--- config.mk ---
export PLATFORM = sky130hd
export DESIGN_NAME = control_acceso_pin
export DESIGN_NICKNAME = d
export VERILOG_FILES = /design/src/rtl/control_acceso_pin.sv
export SDC_FILE = /design/constraint.sdc
export NUM_CORES = 1
export LEC_CHECK = 0
export CAP_MARGIN = 5
export CORE_UTILIZATION = 56
export CTS_CLUSTER_DIAMETER = 120
export DETAILED_ROUTE_END_ITERATION = 10
export PLACE_DENSITY = 0.75
export SYNTH_ARGS = -nofsm -noshare
export SYNTH_HDL_FRONTEND = slang
export SYNTH_SLANG_ARGS = --single-unit
export TNS_END_PERCENT = 100
--- constraint.sdc ---
create_clock -name CLK -period 2.15 [get_ports CLK]
set_input_delay 0.215 -clock CLK [delete_from_list [all_inputs] [get_ports CLK]]
set_output_delay 0.215 -clock CLK [all_outputs]
set_load 0.05 [all_outputs]
--- src/rtl/control_acceso_pin.sv ---
// control_acceso_pin
//   PIN-entry access controller. After an access request it collects
//   N_DIGITOS strobed digits (first digit = MSB digit of the key), compares
//   the full captured key against CLAVE and raises a timed accept or deny
//   pulse. Stalled entries time out as a forced failure. MAX_INTENTOS
//   consecutive failures start a timed lockout with alarm.
//
// Ports
//   CLK                in  clock, rising edge
//   RESET_N            in  asynchronous active-low reset
//   SOLICITUD_ACCESO   in  starts an entry when idle
//   DIGITO_STB         in  one-cycle strobe qualifying DIGITO
//   DIGITO             in  digit value [ANCHO_DIGITO]
//   ACCESO_ACEPTADO    out correct PIN pulse (CICLOS_SALIDA cycles)
//   ACCESO_DENEGADO    out wrong PIN / timeout / lockout
//   BLOQUEADO          out lockout active
//   ALARMA             out lockout alarm
//   INTENTOS_FALLIDOS  out consecutive failures so far
module control_acceso_pin #(
    parameter int unsigned N_DIGITOS      = 4,
    parameter int unsigned ANCHO_DIGITO   = 4,
    parameter logic [N_DIGITOS*ANCHO_DIGITO-1:0] CLAVE = 16'h6969,
    parameter int unsigned MAX_INTENTOS   = 3,
    parameter int unsigned TIMEOUT_CICLOS = 16,
    parameter int unsigned CICLOS_SALIDA  = 2,
    parameter int unsigned CICLOS_BLOQUEO = 32
) (
    input  logic                              CLK,
    input  logic                              RESET_N,
    input  logic                              SOLICITUD_ACCESO,
    input  logic                              DIGITO_STB,
    input  logic [ANCHO_DIGITO-1:0]           DIGITO,
    output logic                              ACCESO_ACEPTADO,
    output logic                              ACCESO_DENEGADO,
    output logic                              BLOQUEADO,
    output logic                              ALARMA,
    output logic [$clog2(MAX_INTENTOS+1)-1:0] INTENTOS_FALLIDOS
);

    localparam int unsigned AK = N_DIGITOS * ANCHO_DIGITO;
    localparam int unsigned IW = (N_DIGITOS > 1) ? $clog2(N_DIGITOS) : 1;
    localparam int unsigned TW = $clog2(TIMEOUT_CICLOS + 1);
    localparam int unsigned SW = $clog2(CICLOS_SALIDA + 1);
    localparam int unsigned BW = $clog2(CICLOS_BLOQUEO + 1);
    localparam int unsigned FW = $clog2(MAX_INTENTOS + 1);

    typedef enum logic [2:0] {
        ESPERA   = 3'd0,
        INGRESO  = 3'd1,
        VERIFICA = 3'd2,
        ACEPTADO = 3'd3,
        DENEGADO = 3'd4,
        BLOQUEO  = 3'd5
    } estado_t;

    estado_t         estado;
    estado_t         estado_sig;
    logic [AK-1:0]   clave_cap;
    logic [IW-1:0]   indice;
    logic [TW-1:0]   cnt_to;
    logic            forzado;
    logic [SW-1:0]   cnt_sal;
    logic [BW-1:0]   cnt_blq;
    logic [FW-1:0]   intentos_inc;

    logic ultimo_digito;
    logic fin_to;
    logic fin_sal;
    logic fin_blq;
    logic coincide;
    logic limite;

    assign ultimo_digito = (indice == IW'(N_DIGITOS - 1));
    assign fin_to        = (cnt_to == TW'(TIMEOUT_CICLOS - 1));
    assign fin_sal       = (cnt_sal == SW'(CICLOS_SALIDA - 1));
    assign fin_blq       = (cnt_blq == BW'(CICLOS_BLOQUEO - 1));
    assign coincide      = (clave_cap == CLAVE);
    assign intentos_inc  = INTENTOS_FALLIDOS + FW'(1);
    assign limite        = (intentos_inc == FW'(MAX_INTENTOS));

    always_comb begin
        estado_sig = estado;
        case (estado)
            ESPERA:   if (SOLICITUD_ACCESO) estado_sig = INGRESO;
            INGRESO: begin
                if (DIGITO_STB) begin
                    if (ultimo_digito) estado_sig = VERIFICA;
                end else if (fin_to) begin
                    estado_sig = VERIFICA;
                end
            end
            VERIFICA: begin
                if (coincide && !forzado) estado_sig = ACEPTADO;
                else if (limite)          estado_sig = BLOQUEO;
                else                      estado_sig = DENEGADO;
            end
            ACEPTADO, DENEGADO: if (fin_sal) estado_sig = ESPERA;
            BLOQUEO:  if (fin_blq) estado_sig = ESPERA;
            default:  estado_sig = ESPERA;
        endcase
    end

    // Outputs are registered from the next state so they change on the same
    // edge as the state register.
    always_ff @(posedge CLK or negedge RESET_N) begin
        if (!RESET_N) begin
            estado            <= ESPERA;
            clave_cap         <= '0;
            indice            <= '0;
            cnt_to            <= '0;
            forzado           <= 1'b0;
            cnt_sal           <= '0;
            cnt_blq           <= '0;
            INTENTOS_FALLIDOS <= '0;
            ACCESO_ACEPTADO   <= 1'b0;
            ACCESO_DENEGADO   <= 1'b0;
            BLOQUEADO         <= 1'b0;
            ALARMA            <= 1'b0;
        end else begin
            estado          <= estado_sig;
            ACCESO_ACEPTADO <= (estado_sig == ACEPTADO);
            ACCESO_DENEGADO <= (estado_sig == DENEGADO) || (estado_sig == BLOQUEO);
            BLOQUEADO       <= (estado_sig == BLOQUEO);
            ALARMA          <= (estado_sig == BLOQUEO);

            case (estado)
                ESPERA: begin
                    if (SOLICITUD_ACCESO) begin
                        indice    <= '0;
                        clave_cap <= '0;
                        cnt_to    <= '0;
                        forzado   <= 1'b0;
                    end
                end
                INGRESO: begin
                    if (DIGITO_STB) begin
                        // Index 0 lands in the most significant digit slot.
                        clave_cap[(N_DIGITOS - 1 - int'(indice)) * ANCHO_DIGITO +: ANCHO_DIGITO] <= DIGITO;
                        if (!ultimo_digito) indice <= indice + IW'(1);
                        cnt_to <= '0;
                    end else if (fin_to) begin
                        forzado <= 1'b1;
                        cnt_to  <= TW'(TIMEOUT_CICLOS);
                    end else begin
                        cnt_to <= cnt_to + TW'(1);
                    end
                end
                VERIFICA: begin
                    cnt_sal <= '0;
                    cnt_blq <= '0;
                    if (coincide && !forzado)
                        INTENTOS_FALLIDOS <= '0;
                    else if (INTENTOS_FALLIDOS != FW'(MAX_INTENTOS))
                        INTENTOS_FALLIDOS <= intentos_inc;
                end
                ACEPTADO, DENEGADO: begin
                    if (!fin_sal) cnt_sal <= cnt_sal + SW'(1);
                end
                BLOQUEO: begin
                    if (fin_blq) INTENTOS_FALLIDOS <= '0;
                    else         cnt_blq <= cnt_blq + BW'(1);
                end
                default: ;
            endcase
        end
    end

endmodule
Yosys cells after proc, flatten, opt, wreduce, memory -nomap -nowiden --
Cells that the tools add are included.
Operators by class: $add $sub $neg 7, eq/ne operators 24, shift operators 2, muxes and demuxes 33, reduce and logical (&&, ||, !) cells 15
Operator list (count):
- $neg A32 Y34 | 1
- $shift A4 B34 Y16 const A | 1
- $shiftx A4 B34 Y16 | 1
- $mux W16 | 2
- $pmux W16 S2 | 1
- $mux W3 | 7
- $ne A2 B2 Y1 const B | 9
- $bwmux W16 | 1
- $eq A16 B15 Y1 const B | 1
- $mux W5 | 3
- $pmux W3 S5 | 1
- $mux W2 | 7
- $eq A3 B3 Y1 const B | 4
- $pmux W2 S2 | 3
- $pmux W6 S2 | 1
- $pmux W5 S2 | 1
- $eq A3 B2 Y1 const B | 3
- $reduce_and A4 Y1 | 2
- $add A2 B1 Y2 const B | 3
- $add A6 B1 Y6 const B | 1
- $eq A6 B5 Y1 const B | 1
- $mux W6 | 1
- $reduce_and A2 Y1 | 3
- $reduce_and A3 Y1 | 2
- other kinds (15) | 21
Word-level totals: register bits 40, bits of input ports 8, output and inout port bits 6, word-level logic and storage cells 92

Longest topological paths before layout --
depth in word-level cells 7, depth in mapped cells 6, mapped depth without buffers 6

Worst setup path after synthesis --
OpenSTA, ideal clock, no wires.
path type reg2reg, start point reg cnt_to[0], end point reg cnt_to[2], library setup time 0.064 ns, data arrival time 1.610 ns, required time 2.086 ns, slack 0.476 ns, stages on the path, launching flop included 7, buffers on the path 0, period minus slack after synthesis 1.674 ns, cells stage by stage dfrtp_1 > ha_1 > and3_1 > ha_1 > or3_4 > nor3b_2 > a21o_1
Between the ends: longest elaborated chain between the ends 4, elaborated cells on any way between the ends 5, those cells by class add/sub: 1; eq/ne: 1; mux: 3
RTL lines:
- start, declared | RTL line 60 | logic [TW-1:0] cnt_to;
- start signal, assigned | RTL line 143 | cnt_to <= TW'(TIMEOUT_CICLOS);
- start signal, assigned | RTL line 145 | cnt_to <= cnt_to + TW'(1);
- $add A5 B1 Y5 / $eq A5 B4 Y1 (equally long branches) | RTL line 145, 74
- $mux W5 (*) | RTL line 141 | end else if (fin_to) begin
- $mux W5 (*) | RTL line 136 | if (DIGITO_STB) begin
- $pmux W5 S2 (*) | RTL line 126 | case (estado)
Mark *: on every way between the ends. The rest lies on a longest branch, timed or not. A chain may end at the register's enable or synchronous reset.

Worst setup path in the final report --
start point reg indice[0], end point reg clave_cap[5]
Between the ends: longest elaborated chain between the ends 6, elaborated cells on any way between the ends 7, those cells by class add/sub: 2; shift: 2; mux: 3
RTL lines:
- start, declared | RTL line 59 | logic [IW-1:0] indice;
- start signal, assigned | RTL line 139 | if (!ultimo_digito) indice <= indice + IW'(1);
- $sub A2 B2 Y3 (*) | RTL line 138 | clave_cap[(N_DIGITOS - 1 - int'(indice)) * ANCHO_DIGITO +: ANCHO_DIGITO] <= DIGITO;
- $neg A32 Y34 (*) | RTL line 138
- $shiftx A4 B34 Y16 / $shift A4 B34 Y16 (equally long branches) | RTL line 138
- $bwmux W16 (*) | RTL line 138
- $mux W16 (*) | RTL line 136
- $pmux W16 S2 (*) | RTL line 126
- end signal, assigned | RTL line 108 | clave_cap <= '0;
- end signal, assigned | RTL line 130 | clave_cap <= '0;
- end signal, assigned by index | RTL line 138
- end, declared | RTL line 58 | logic [AK-1:0] clave_cap;
Mark *: on every way between the ends. The rest lies on a longest branch, timed or not. The select of a mux whose other input is x is not followed.

==> metrics.yaml <==
grt_antenna_before_repair: 0
worstMarginPinSlew_ps: 873
period_needed_ps: 2070
synth.cell_area_sq_mm: 0.00214
cts_tree: "built"
cp.required_ps: 2370
syn2layout_area_growth_pct: 14.0
finalHoldViolations: 0
rows: 22
dp_slack_ps: 143
synth_edf_count: 0
finalPower_uw: 3140
grt_pass1_wl_mm: 7.33
die_w_um: 63.8
timing.fmax_mhz: 484
hold_class: "input port to asynchronous set/reset pin"
max_cap_violations: 0
clock_skew_ps: 7.21
gp_congestion: 0.871
placed_area_sq_mm: 0.00233
cts_sinks: 40
drt_wl_total_mm: 4.34
rsz0062_at_grt: "yes"
grt_pass1_vias: 1672
synth-main-ff-cell: "dfrtp_1"
leakagePower_uw: 0.00109
dr.pass1.iters: 4
status: "complete, no violations"
core-area_sq_mm: 0.00366
io_buffers: 13
worstSetupPathType: "register to register"
die_area_sq_mm: 0.00408
synthArstFlopShare_pct: 100
final_cell_area_sq_mm: 0.00244
p_per_area_mw_per_mm2: 1290
final_nets: 245
start_util_pct: 58.5
worstPathMaxFanout: 7
ctsHoldBuffers: 0
vias_per_cell: 6.03
vdd_drop_max_mv: 0.762
vias: 1664
grt_max_degree: 41
endpoint_kind: "register"
cts-root-buf: "clkbuf_8"
postSynthNetCount: 228
slew_viol_final: 0
htreeDepth: 2
clk_pin_slew_ps: 80
drive_gt1_share_pct: 9.65
antenna_left: 0
numCtsBuffers: 5
worstSetupStartpointType: "register"
drc: 0
post-dp-hpwl_mm: 3.18
setup-violations-final: 0
synth-seq-cells: 40
cp_data_arrival_time_ps: 2290
gr-total-overflow: 0
postSynthCellCount: 210
fin_setup_tns_ps: 0
die_h_um: 63.8
cts_max_path_buffers: 2
fin_crit_sh_pct: 96.2
fin_ws_ps: 82.0
ys_types: 48
drtIter0Drc: 85
io-pin-count: 14
diodes: 0
maxSlewHeadroom_pct: 41.8
syn_area_per_cell_sq_um: 10.2
clock_latency_ps: 290
wl_per_cell_um: 15.7
ys_seq_area_share_pct: 46.7
yosys_warnings: 0
grt_util_all_layers_pct: 23.5
[final cells by class]
cell class	count	area, sq um
clock buffer	5	68.8
clock inverter	3	42.5
fill	271	1220
inverter	16	60.1
multi-input combinational	145	1040
sequential	40	1000
tap	48	60.1
timing repair buffer	19	170
[critical path, stage by stage, from the launching register on]
cell	delay [ps]
dfrtp_1	460
ha_1	280
nor4b_1	530
nand3_1	200
nor3b_2	340
a22o_1	190
[cells in the final DEF, fill, tap and decap left out, drive strengths merged, types with 3 or more instances in the layout]
cell type and count:
dfrtp 40, inv 16, nand2 16, a22o 14
o21ai 13, clkdlybuf4s50 12, nor2 11, ha 10
a21oi 9, mux2i 8, buf 7, clkbuf 5
nor3b 5, nor3 4, nand3b 4, nor4b 4
nor2b 3, nand2b 3, o22ai 3, or3 3
[Yosys cell counts (all sizes together) (5+ instances only)]
library cell  instances  share of area [%]
clkbuf                5               0.88
nand2                16                2.8
mux2i                 8                3.7
nor3b                 5                2.2
a22o                 14                5.7
o21ai                13                3.0
inv                  16                2.8
a21oi                 9                2.1
dfrtp                40                 47
nor2                 11                1.9
ha                   10                5.8
[stage by stage]
stage               cells  hold WS, ps  utilization, %
global placement      268          366            63.6
CTS                   276         66.9            66.6
finish                276         35.9            66.7
detailed placement    268          380            63.6
global route          276          108            66.7
floorplan             210        -80.6               -
[flip-flops by register name, indices dropped and copies added, names as in the netlist]
register           flops
ALARMA                 1
cnt_to                 5
forzado                1
INTENTOS_FALLIDOS      2
cnt_blq                6
ACCESO_ACEPTADO        1
cnt_sal                2
ACCESO_DENEGADO        1
clave_cap             16
indice                 2
estado                 3
[kinds of logic (layout without fill, tap and decap cells)]
| family | Yosys count | count (layout) | synth area share [%] |
|---|---|---|---|
| AOI/OAI and AO/OA | 57 | 57 | 18.6 |
| xor gates and xnor gates | 3 | 3 | 1.23 |
| adders and majority gates | 10 | 10 | 5.84 |
| buffers and inverters | 25 | 43 | 4.85 |
| DFF | 40 | 40 | 46.7 |
| muxes | 9 | 9 | 4.26 |
| and+or+nand+nor | 66 | 66 | 18.5 |
[final timing paths]
path	end	slack (ps)	start	depth (start not counted)
setup / recovery	clave_cap[5]	80	indice[0]	5
hold / removal	INTENTOS_FALLIDOS[1]	40	RESET_N	1
setup reg to reg	clave_cap[5]	80	indice[0]	5
hold reg to reg	cnt_to[4]	490	cnt_to[4]	2
max in group asynchronous	estado[0]	1520	RESET_N	1
min in group CLK	cnt_to[4]	490	cnt_to[4]	2
[per-layer routing]
layer	up-vias	track usage [%]	share of wire, %
li1	797	-	-
met3	6	4.82	3.4
met4	0	8.24	0.99
met5	-	0	0
met2	29	42.7	51
met1	832	27.1	45
[report_power, final]
part	switching, uW	leakage [uW]	internal, uW
logic	740	0.000500	582
clock network	266	0.0000541	343
registers	262	0.000538	948
[timing repair]
action                     CTS  global route
hold endpoints to repair     0             0
buffers inserted             0             0
gates resized for setup      0             1
setup endpoints to repair    0             5
(Power assumes the default switching activity.)
